--- src/rtl/switch_debounce_irq.sv ---
// rtl/switch_debounce_irq.sv - switch synchroniser, per-bit debouncer and change IRQ (IRQ logic under SWITCH_IRQ_EN)
module switch_debounce_irq #(
  parameter int WIDTH           = 8,
  parameter int CNT_BITS        = 20,
  parameter int DEBOUNCE_CYCLES = 1000000
) (
  input  logic             clk,
  input  logic             reset,
  input  logic [WIDTH-1:0] switches_raw,
  output logic [WIDTH-1:0] switches_clean,
  output logic [WIDTH-1:0] change_mask,
  output logic             irq,
  input  logic             irq_ack
);

  // Terminal count: a new level must be seen on this many consecutive edges
  // (counting from zero) before it is accepted.
  localparam logic [CNT_BITS-1:0] LP_LAST = CNT_BITS'(DEBOUNCE_CYCLES - 1);
  localparam logic [CNT_BITS-1:0] LP_ONE  = CNT_BITS'(1);

  logic [WIDTH-1:0] r_sync1;
  logic [WIDTH-1:0] r_sync2;
  logic [WIDTH-1:0] w_clean;
  logic [WIDTH-1:0] w_toggle;

  // Two-flop synchroniser per bit; nothing may sit between the stages.
  always_ff @(posedge clk) begin
    if (!reset) begin
      r_sync1 <= '0;
      r_sync2 <= '0;
    end else begin
      r_sync1 <= switches_raw;
      r_sync2 <= r_sync1;
    end
  end

  for (genvar g = 0; g < WIDTH; g++) begin : g_bit
    logic [CNT_BITS-1:0] r_cnt;
    logic                r_level;
    logic                w_differs;
    logic                w_expire;

    // COUNTING while the synchronised pin disagrees with the accepted level.
    assign w_differs   = (r_sync2[g] != r_level);
    assign w_expire    = w_differs && (r_cnt == LP_LAST);
    assign w_toggle[g] = w_expire;
    assign w_clean[g]  = r_level;

    // Stability counter: any agreement restarts it, so short glitches never land.
    always_ff @(posedge clk) begin
      if (!reset) begin
        r_cnt   <= '0;
        r_level <= 1'b0;
      end else if (!w_differs) begin
        r_cnt   <= '0;
      end else if (w_expire) begin
        r_cnt   <= '0;
        r_level <= r_sync2[g];
      end else begin
        r_cnt   <= r_cnt + LP_ONE;
      end
    end
  end

  assign switches_clean = w_clean;

`ifdef SWITCH_IRQ_EN
  logic [WIDTH-1:0] r_mask;

  // Sticky change flags; a toggle landing on the ack edge survives the clear.
  always_ff @(posedge clk) begin
    if (!reset) begin
      r_mask <= '0;
    end else begin
      r_mask <= (irq_ack ? '0 : r_mask) | w_toggle;
    end
  end

  assign change_mask = r_mask;
  assign irq         = |r_mask;
`else
  logic [WIDTH:0] w_unused_irq_in;

  assign w_unused_irq_in = {irq_ack, w_toggle};
  assign change_mask     = '0;
  assign irq             = 1'b0;
`endif

endmodule

--- config.mk ---
export PLATFORM = sky130hd
export DESIGN_NAME = switch_debounce_irq
export DESIGN_NICKNAME = d
export VERILOG_FILES = /design/src/rtl/switch_debounce_irq.sv
export SDC_FILE = /design/constraint.sdc
export NUM_CORES = 1
export LEC_CHECK = 0
export ABC_AREA = 1
export CAP_MARGIN = 20
export CORE_UTILIZATION = 30
export CTS_CLUSTER_DIAMETER = 80
export DETAILED_ROUTE_END_ITERATION = 8
export PLACE_DENSITY_LB_ADDON = 0.25
export SLEW_MARGIN = 10
export SYNTH_ARGS = -nofsm -noshare
export SYNTH_HDL_FRONTEND = slang
export SYNTH_SLANG_ARGS = --single-unit
--- constraint.sdc ---
create_clock -name clk -period 3.49 [get_ports clk]
set_input_delay 0.349 -clock clk [delete_from_list [all_inputs] [get_ports clk]]
set_output_delay 0.349 -clock clk [all_outputs]
set_load 0.02 [all_outputs]
==> flow_summary_export.csv, run 1 <==
group,metric,value,unit
cells_and_area,multi_input_area,0.004943,mm2
clock_tree,postCtsSetupRepairBufs,0,
critical_path,r2r_end,"g_bit[0].r_cnt[12]",
clock_tree,clockBufferDepth,2,
die,die-width,178.3,um
critical_path,r2r-start,"g_bit[0].r_cnt[0]",
place,gp_congestion,0.8101,
clock_tree,cts_tree,"done",
critical_path,path_max_fanout,4,
critical_path,rrSetupSlack,1.70,ns
job,maxCapViolations,0,
timing,post-route-min-period,1.831,ns
min_path,hold_depth,2,
power,p_per_area,401.8,mW/mm2
critical_path,critPathLaunchType,"flip-flop",
cells_and_area,final_common_cell,"nand2_1",
global_route,track_usage,0.1256,
run_status,status,"finished clean",
min_path,hold_end,"r_sync2[7]",
timing,fin_crit_sh,0.5246,
global_route,grt_antenna_before_repair,0,
global_route,grt_pass1_vias,7364,
place,placed_area,0.009796,mm2
power,internal-power,0.003282,W
cells_and_area,seq_area,0.003684,mm2
die,placementRows,64,
synthesis,yosysWarnings,0,
cells_and_area,synthToLayoutAreaGrowth,11.55,%
synthesis,seq_area_frac_synth,0.3949,
timing,finalSetupViolCount,0,
synthesis,syn_inst,1409,
critical_path,crit_slowest_cell,"clkdlybuf4s50_1",
place,hpwl,13.53,mm
timing,clock_skew,0.01845,ns
timing,maxSlewHeadroom,0.5230,
power,power_frac_comb,0.015,
min_path,hold_start,"r_sync1[7]",
timing,layout_setup_ws,1.659,ns
detailed_routing,wl_met3,482,um
die,ios,28,
power,pwr-share-clk,0.479,
timing,whs,0.4106,ns
timing,final_max_slew_viol_count,0,
critical_path,crit_type,"reg2out",
detailed_routing,routed_via_density,4.313,
clock_tree,clk_latency,0.43,ns
detailed_routing,drtIter0Drc,357,
min_path,hold_class,"reg2reg",
clock_tree,clkSinkCount,184,
synthesis,syn_area,0.009328,mm2
detailed_routing,met2_length,8.320,mm
global_route,grt_max_degree,25,
clock_tree,h-tree-depth,4,
critical_path,critical_path_required,3.14,ns
detailed_routing,drt_pre_antenna_iters,5,
detailed_routing,vias,7885,
timing,finalHoldViolCount,0,
timing,finalSetupTns,0,ns
clock_tree,ctsResizeCount,0,
detailed_routing,wl,18.50,mm
die,die_h,178.3,um
clock_tree,cts_buffers,17,
critical_path,worst_ep_arrival_time,1.48,ns
die,core_region_area,0.03059,mm2
cells_and_area,nFillCells,3321,
critical_path,crit_buf_inv,1,
synthesis,avgSynthCellArea,6.620,um2
cells_and_area,stdcell_count,1828,
timing,max_clock_freq,0.5462,GHz
place,portBuffers,17,
power,power_frac_seq,0.506,
detailed_routing,dr.max_layer_used,"met4",
detailed_routing,wl_met1,9.541,mm
cells_and_area,layout_common_cells,"nand2_1 (375), nor2_1 (365), dfxtp_1 (184), inv_1 (131), nand3_1 (88)",
cells_and_area,nNetsFinal,1439,
critical_path,critPathCaptureType,"output port",
synthesis,yosys.area.top_type,"dfxtp_1",
detailed_routing,drc,0,
clock_tree,postCtsHoldBufs,0,
die,initial_core_util,0.3049,
die,dieArea,0.03180,mm2
global_route,gr-total-overflow,0,
cells_and_area,drive_above_1_share,0.04469,
critical_path,ff2ff_path_depth,8,
place,dp_cells,1797,
power,ir_drop,0.2209,mV
critical_path,cpPeakStageDelay,0.64,ns
place,post-place-ws,1.317,ns
synthesis,ys_ff_latch,184,
timing,worst_slew_pin_slew,0.7137,ns
synthesis,synth_area_leaders,"dfxtp_1 (39%), nand2_1 (15%), nor2_1 (15%), inv_1 (5.3%), nand3_1 (4.7%)",
timing,rsz0062_at_grt,"no",
detailed_routing,routedWlPerCell,10.12,um
power,swShare,0.2150,
critical_path,path_cells,"clkdlybuf4s50_1",
cells_and_area,diodes,0,
power,net-switching-power,0.0008990,W
clock_tree,root_buffer,"clkbuf_16",
synthesis,synth.top_cell.area_share,0.3949,
clock_tree,clkTransAtPathRegs,0.07,ns
detailed_routing,antenna_left,0,
cells_and_area,postLayoutCellArea,0.01041,mm2
synthesis,yosysUniqueCellTypes,28,
critical_path,cp_top_family,"buffers and inverters",
power,p_leak,3.288,nW
global_route,grt_pass1_wl,32.86,mm
==> through the flow <==
stage / utilization / total power, W
6_report: 0.3402 / 0.004181
5_1_grt: 0.3402 / 0.004352
4_1_cts: 0.3402 / 0.004259
3_5_place_dp: 0.3202 / 0.002230
3_3_place_gp: 0.3202 / 0.002229
2_1_floorplan: - / 0.002216
==> metal layers <==
layer	global-route usage	up-vias
met5	0	-
met4	0.03213	0
met3	0.02941	10
met2	0.2088	71
met1	0.1622	3464
li1	-	4340
==> synth_stat cells <==
cell type	count
nand3_1	88
nand2_1	375
ha_1	8
nand4_1	18
nor2_1	365
xor2_1	46
nor3_1	5
nand2_2	5
or2_0	11
nor3b_1	1
nor2_4	6
clkbuf_1	2
nand3b_1	8
conb_1	1
xnor2_1	37
nand3_2	6
inv_1	131
nor2_2	8
a21oi_1	51
dfxtp_1	184
and2_1	1
or2_2	6
o21bai_1	7
buf_6	4
buf_4	17
inv_2	1
buf_2	11
o21ai_0	6
==> power groups by stage <==
stage               Sequential (W)  Combinational, W  Clock [W]
global placement           0.00216         0.0000650          0
CTS                        0.00212         0.0000656    0.00208
finish                     0.00212         0.0000638    0.00200
detailed placement         0.00216         0.0000654          0
global route               0.00212         0.0000738    0.00216
floorplan                  0.00216         0.0000535          0
==> registers in the layout, indices dropped and copies added, names as in the netlist <==
register	cells
g_bit.r_cnt	160
g_bit.r_level	8
r_sync1	8
r_sync2	8
==> how the worst max path moves through the flow <==
stage                 startpoint            endpoint  cells after the start
2_1_floorplan  g_bit[5].r_cnt[0]  g_bit[5].r_cnt[16]                      7
3_3_place_gp               reset  g_bit[3].r_cnt[17]                      5
3_5_place_dp               reset  g_bit[7].r_cnt[12]                      5
4_1_cts         g_bit[1].r_level   switches_clean[1]                      1
5_1_grt        g_bit[7].r_cnt[0]  g_bit[7].r_cnt[12]                      6
6_report        g_bit[7].r_level   switches_clean[7]                      1
==> layout make-up <==
| cell class | instances | share of cell area |
|---|---|---|
| Multi-Input combinational cell | 1067 | 0.4751 |
| Tap cell | 396 | 0.04762 |
| Inverter | 132 | 0.04762 |
| Clock buffer | 18 | 0.04221 |
| Clock inverter | 13 | 0.01635 |
| Timing Repair Buffer | 18 | 0.01708 |
| Sequential cell | 184 | 0.3540 |
==> kinds of logic after synthesis <==
| logic type | synth area share |
|---|---|
| buf+inv | 0.07834 |
| simple gates | 0.4015 |
| flops | 0.3949 |
| other cells | 0.0004020 |
| xor+xnor | 0.07793 |
| fa+ha+maj | 0.01073 |
| compound gates | 0.03622 |
Note: power is estimated with default switching activity, not from simulation.
==> run 2: changes to the inputs <==
==> constraint.sdc (replaced) <==
create_clock -name clk -period 1.65 [get_ports clk]
set_input_delay 0.165 -clock clk [delete_from_list [all_inputs] [get_ports clk]]
set_output_delay 0.165 -clock clk [all_outputs]
set_load 0.02 [all_outputs]
==> run 2 against run 1 <==
- first-iteration DRC count rose by 15%
- largest cell class unchanged
- clock skew fell by 0.0050 ns
- worst setup slack got worse by 1.6 ns
- die area did not move
- register-to-register slack got worse by 1.6 ns
- largest power group unchanged
- cell count rose by 0.60%
- sequential power rose by 110%
- critical path type unchanged
- non-clock buffer count rose by 11
- total power rose by 110%
- via count rose by 0.86%
- critical path depth did not move
==> flow_summary_export.csv, run 2 (synthesis results as in run 1) <==
group,metric,value,unit
run_status,status,"finished clean",
critical_path,crit_type,"reg2out",
cells_and_area,top_register,"g_bit.r_cnt",
critical_path,ff2ff_path_depth,7,
cells_and_area,stdcell_count,1839,
timing,clock_skew,0.01346,ns
min_path,hold_class,"in2reg",
clock_tree,clkTransAtPathRegs,0.07,ns
global_route,track_usage,0.1286,
global_route,grt_antenna_before_repair,0,
critical_path,critPathCaptureType,"output port",
cells_and_area,seq_area,0.003684,mm2
cells_and_area,synthToLayoutAreaGrowth,13.25,%
global_route,grt_max_degree,25,
detailed_routing,routedWlPerCell,10.25,um
power,ir_drop,0.6554,mV
detailed_routing,drc,0,
detailed_routing,routed_via_density,4.325,
place,portBuffers,17,
die,placementRows,64,
critical_path,path_cells,"clkdlybuf4s50_1",
power,p_per_area,824.1,mW/mm2
die,die_h,178.3,um
clock_tree,postCtsHoldBufs,0,
cells_and_area,nFillCells,3385,
critical_path,r2r-start,"g_bit[2].r_cnt[0]",
detailed_routing,vias,7953,
place,hpwl,13.73,mm
die,die-width,178.3,um
critical_path,crit_buf_inv,1,
clock_tree,root_buffer,"clkbuf_16",
clock_tree,cts_buffers,17,
clock_tree,cts_tree,"done",
timing,max_clock_freq,0.6302,GHz
cells_and_area,nNetsFinal,1450,
critical_path,cpPeakStageDelay,0.64,ns
cells_and_area,drive_above_1_share,0.05613,
cells_and_area,final_common_cell,"nand2_1",
critical_path,worst_ep_arrival_time,1.42,ns
clock_tree,clkSinkCount,184,
timing,post-route-min-period,1.587,ns
global_route,grt_pass1_vias,7506,
timing,rsz0062_at_grt,"no",
detailed_routing,wl,18.84,mm
place,dp_cells,1808,
detailed_routing,drt_pre_antenna_iters,5,
die,ios,28,
die,initial_core_util,0.3049,
clock_tree,h-tree-depth,4,
critical_path,rrSetupSlack,0.15,ns
clock_tree,clockBufferDepth,2,
critical_path,path_max_fanout,3,
clock_tree,clk_latency,0.44,ns
cells_and_area,largest_register_ffs,160,
min_path,hold_depth,3,
die,core_region_area,0.03059,mm2
timing,finalHoldViolCount,0,
detailed_routing,antenna_left,0,
global_route,grt_pass1_wl,33.67,mm
critical_path,critical_path_required,1.48,ns
job,maxCapViolations,0,
critical_path,cp_top_family,"buffers and inverters",
min_path,hold_end,"r_sync1[0]",
critical_path,crit_slowest_cell,"clkdlybuf4s50_1",
clock_tree,postCtsSetupRepairBufs,0,
cells_and_area,multi_input_area,0.004966,mm2
critical_path,r2r_end,"g_bit[2].r_cnt[2]",
die,dieArea,0.03180,mm2
timing,finalSetupViolCount,0,
place,gp_congestion,0.8146,
detailed_routing,drtIter0Drc,409,
timing,fin_crit_sh,0.9617,
min_path,hold_start,"switches_raw[0]",
timing,final_max_slew_viol_count,0,
global_route,gr-total-overflow,0,
critical_path,critPathLaunchType,"flip-flop",
cells_and_area,layout_common_cells,"nand2_1 (375), nor2_1 (361), dfxtp_1 (184), inv_1 (131), nand3_1 (87)",
cells_and_area,diodes,0,
power,p_leak,3.405,nW
cells_and_area,final_util,0.3453,
[run 2: cell types whose count changed in the layout (fill, tap and decap cells not counted), moves of 4 or more]
cell and change:
nor2_1 -4, dlygate4sd2_1 +4, nor2_2 +4, buf_4 +4, clkdlybuf4s50_1 -5, buf_12 +7
[run 2: power breakdown]
part	total, W	switching (W)	internal, W
Clock	0.00407	0.00193	0.00215
Combinational	0.000157	0.0000993	0.0000579
Sequential	0.00447	0.0000124	0.00446
Total	0.00871	0.00204	0.00666
[run 2: cell type report]
| type | count | area share |
|---|---|---|
| Multi-Input combinational cell | 1067 | 0.4701 |
| Clock buffer | 17 | 0.04027 |
| Timing Repair Buffer | 29 | 0.03269 |
| Sequential cell | 184 | 0.3487 |
| Tap cell | 396 | 0.04690 |
| Clock inverter | 14 | 0.01445 |
| Inverter | 132 | 0.04690 |
[run 2: through the flow]
stage / TNS [ns] / hold WS, ns / total power [W] / setup slack [ns] / instance area (um2)
final: 0 / 0.2560 / 0.008705 / 0.06318 / 10560
after global routing: 0 / 0.2501 / 0.009036 / 0.0009053 / 10560
after CTS: 0 / 0.2384 / 0.008865 / 0.005201 / 10540
after detailed placement: -1.378 / 0.3988 / 0.004739 / -0.09259 / 9966
after global placement: -1.033 / 0.3917 / 0.004736 / -0.07222 / 9966
after floorplan: 0 / 0.2626 / 0.004688 / 0.2780 / 9358
[run 2: per-layer routing]
layer	share of wire	global-route usage	vias up
met3	0.025	0.02323	15
met2	0.45	0.2162	71
met4	0.012	0.04308	0
met1	0.51	0.1645	3505
met5	0	0	-
li1	-	-	4362
[run 2: worst max-delay path by stage]
stage / start / to / slack (ns) / depth (start not counted)
after floorplan: g_bit[5].r_cnt[0] / g_bit[5].r_cnt[16] / 0.28 / 7
after global placement: reset / g_bit[4].r_cnt[11] / -0.07 / 5
after detailed placement: reset / g_bit[4].r_cnt[9] / -0.09 / 5
final: g_bit[4].r_level / switches_clean[4] / 0.06 / 1
after CTS: g_bit[0].r_level / switches_clean[0] / 0.005 / 1
after global routing: g_bit[6].r_cnt[0] / g_bit[6].r_cnt[14] / 0.0009 / 6
[run 2: repair_timing]
| item | in CTS | in global routing |
|---|---|---|
| gates resized for setup | 4 | 8 |
| endpoints found under the setup margin | 4 | 46 |
| endpoints found under the hold margin | 0 | 0 |
==> run 3: changes to the inputs <==
--- a/config.mk
+++ b/config.mk
@@ -10,6 +10,7 @@
 export CORE_UTILIZATION = 30
 export CTS_CLUSTER_DIAMETER = 80
 export DETAILED_ROUTE_END_ITERATION = 8
+export DONT_BUFFER_PORTS = 1
 export PLACE_DENSITY_LB_ADDON = 0.25
 export SLEW_MARGIN = 10
 export SYNTH_ARGS = -nofsm -noshare
==> run 3 against run 2 <==
- sequential power about the same
- sequential share of layout area down 0.21 points
- worst setup slack improved by 0.11 ns
- cell count is 0.33% higher
- clock-buffer cell count up 1
- final area up 0.62%
- highest routed layer unchanged
==> flow_summary_export.csv, run 3 (synthesis results as in run 1) <==
group,metric,value,unit
detailed_routing,antenna_left,0,
cells_and_area,drive_above_1_share,0.06487,
clock_tree,root_buffer,"clkbuf_16",
clock_tree,clkTransAtPathRegs,0.07,ns
clock_tree,clkSinkCount,184,
cells_and_area,layout_common_cells,"nand2_1 (375), nor2_1 (362), dfxtp_1 (184), inv_1 (131), nand3_1 (87)",
timing,clock_skew,0.01442,ns
global_route,grt_pass1_vias,7434,
timing,finalHoldViolCount,0,
clock_tree,cts_tree,"done",
power,p_per_area,838.2,mW/mm2
timing,finalSetupTns,0,ns
detailed_routing,drt_pre_antenna_iters,5,
place,dp_cells,1803,
min_path,hold_depth,3,
critical_path,worst_ep_arrival_time,1.79,ns
die,initial_core_util,0.3049,
cells_and_area,synthToLayoutAreaGrowth,13.95,%
cells_and_area,largest_register_ffs,160,
cells_and_area,final_common_cell,"nand2_1",
run_status,status,"finished clean",
critical_path,ff2ff_path_depth,9,
global_route,top_usage_layer,"met2",
cells_and_area,stdcell_count,1845,
critical_path,rrSetupSlack,0.17,ns
critical_path,crit_type,"reg2reg",
die,core_region_area,0.03059,mm2
clock_tree,clockBufferDepth,2,
critical_path,path_max_fanout,12,
critical_path,critical_path_required,1.97,ns
die,dieArea,0.03180,mm2
global_route,grt_max_degree,25,
critical_path,r2r_end,"g_bit[1].r_cnt[19]",
die,placementRows,64,
cells_and_area,diodes,0,
detailed_routing,routedWlPerCell,10.27,um
critical_path,critPathLaunchType,"flip-flop",
min_path,hold_end,"g_bit[5].r_level",
place,hpwl,13.97,mm
power,ir_drop,0.4515,mV
timing,rsz0062_at_grt,"no",
global_route,track_usage,0.1263,
min_path,hold_start,"reset",
min_path,hold_class,"in2reg",
clock_tree,h-tree-depth,4,
cells_and_area,top_register,"g_bit.r_cnt",
detailed_routing,routed_via_density,4.317,
detailed_routing,vias,7964,
die,die_h,178.3,um
global_route,grt_pass1_wl,33.28,mm
cells_and_area,nNetsFinal,1455,
die,ios,28,
timing,finalSetupViolCount,0,
global_route,met3_usage,0.02131,
place,portBuffers,0,
detailed_routing,drtIter0Drc,304,
critical_path,r2r-start,"g_bit[1].r_cnt[0]",
place,post-place-ws,0.07852,ns
global_route,gr-total-overflow,0,
global_route,use_met2,0.2122,
timing,fin_crit_sh,0.8961,
clock_tree,cts_buffers,17,
clock_tree,clk_latency,0.44,ns
critical_path,critPathCaptureType,"flip-flop",
timing,max_clock_freq,0.6763,GHz
clock_tree,postCtsSetupRepairBufs,0,
job,maxCapViolations,0,
global_route,use_met1,0.1636,
die,die-width,178.3,um
detailed_routing,wl,18.96,mm
detailed_routing,drc,0,
timing,layout_setup_ws,0.1714,ns
timing,post-route-min-period,1.479,ns
power,p_leak,3.424,nW
global_route,grt_antenna_before_repair,0,
place,gp_congestion,0.8126,
timing,final_max_slew_viol_count,0,
-- run 3: cell types whose count changed in the layout (fill, tap and decap cells not counted), moves of 4 or more --
| cell | previous run | this run |
|---|---|---|
| buf_4 | 5 | 18 |
| clkdlybuf4s50_1 | 12 | 0 |
| dlygate4sd3_1 | 0 | 9 |
| dlygate4sd2_1 | 4 | 0 |
-- run 3: power by group --
part	switching, W	internal [W]	leakage, nW
Clock	0.00192	0.00235	0.302
Sequential	0.0000121	0.00446	1.49
Combinational	0.000102	0.0000605	1.64
Total	0.00204	0.00687	3.42
-- run 3: worst max path at each step --
stage / start / endpoint / slack (ns) / depth (start not counted)
2_1_floorplan: g_bit[5].r_cnt[0] / g_bit[5].r_cnt[16] / 0.28 / 7
3_3_place_gp: g_bit[1].r_cnt[0] / g_bit[1].r_cnt[11] / 0.15 / 9
3_5_place_dp: g_bit[5].r_cnt[1] / g_bit[5].r_cnt[18] / 0.08 / 6
4_1_cts: g_bit[5].r_cnt[1] / g_bit[5].r_cnt[1] / 0.06 / 6
5_1_grt: g_bit[4].r_cnt[0] / g_bit[4].r_cnt[16] / 0.008 / 7
6_report: g_bit[1].r_cnt[0] / g_bit[1].r_cnt[19] / 0.17 / 9
-- run 3: cell type report --
class                      count  area [um2]
inverter                     132       495.5
clock buffer                  18       439.2
sequential                   184        3684
clock inverter                14       176.4
tap                          396       495.5
fill                        3332       19960
multi-input combinational   1067        4974
timing repair buffer          34       365.4
-- run 3: critical path: stages (launching register included) --
cell and delay, ns:
dfxtp_1 0.39, ha_4 0.16, nand2_1 0.08, nor2_4 0.12, nand3_1 0.11, nor2_2 0.13, nand2_1 0.07, nand2_2 0.13
buf_12 0.14, a21oi_1 0.04
-- run 3: per-layer routing --
metal  up-vias  share of wire
met3        20          0.016
met1      3504           0.52
li1       4379              -
met2        61           0.45
met5         -              0
met4         0          0.015
-- run 3: metrics by stage --
step           hold WS [ns]  area, um2  power [W]    util
6_report            0.02010      10630   0.008909  0.3475
5_1_grt             0.01622      10630   0.009276  0.3475
4_1_cts            0.001678      10600   0.009065  0.3465
3_5_place_dp         0.2637       9873   0.004709  0.3228
3_3_place_gp         0.2656       9873   0.004707  0.3228
2_1_floorplan        0.2626       9358   0.004688       -
-- run 3: what timing repair did --
action / 4_1_cts / 5_1_grt
endpoints found under the hold margin: 24 / 0
gates resized for setup: 0 / 7
setup endpoints to repair: 0 / 42
hold buffers: 10 / 0
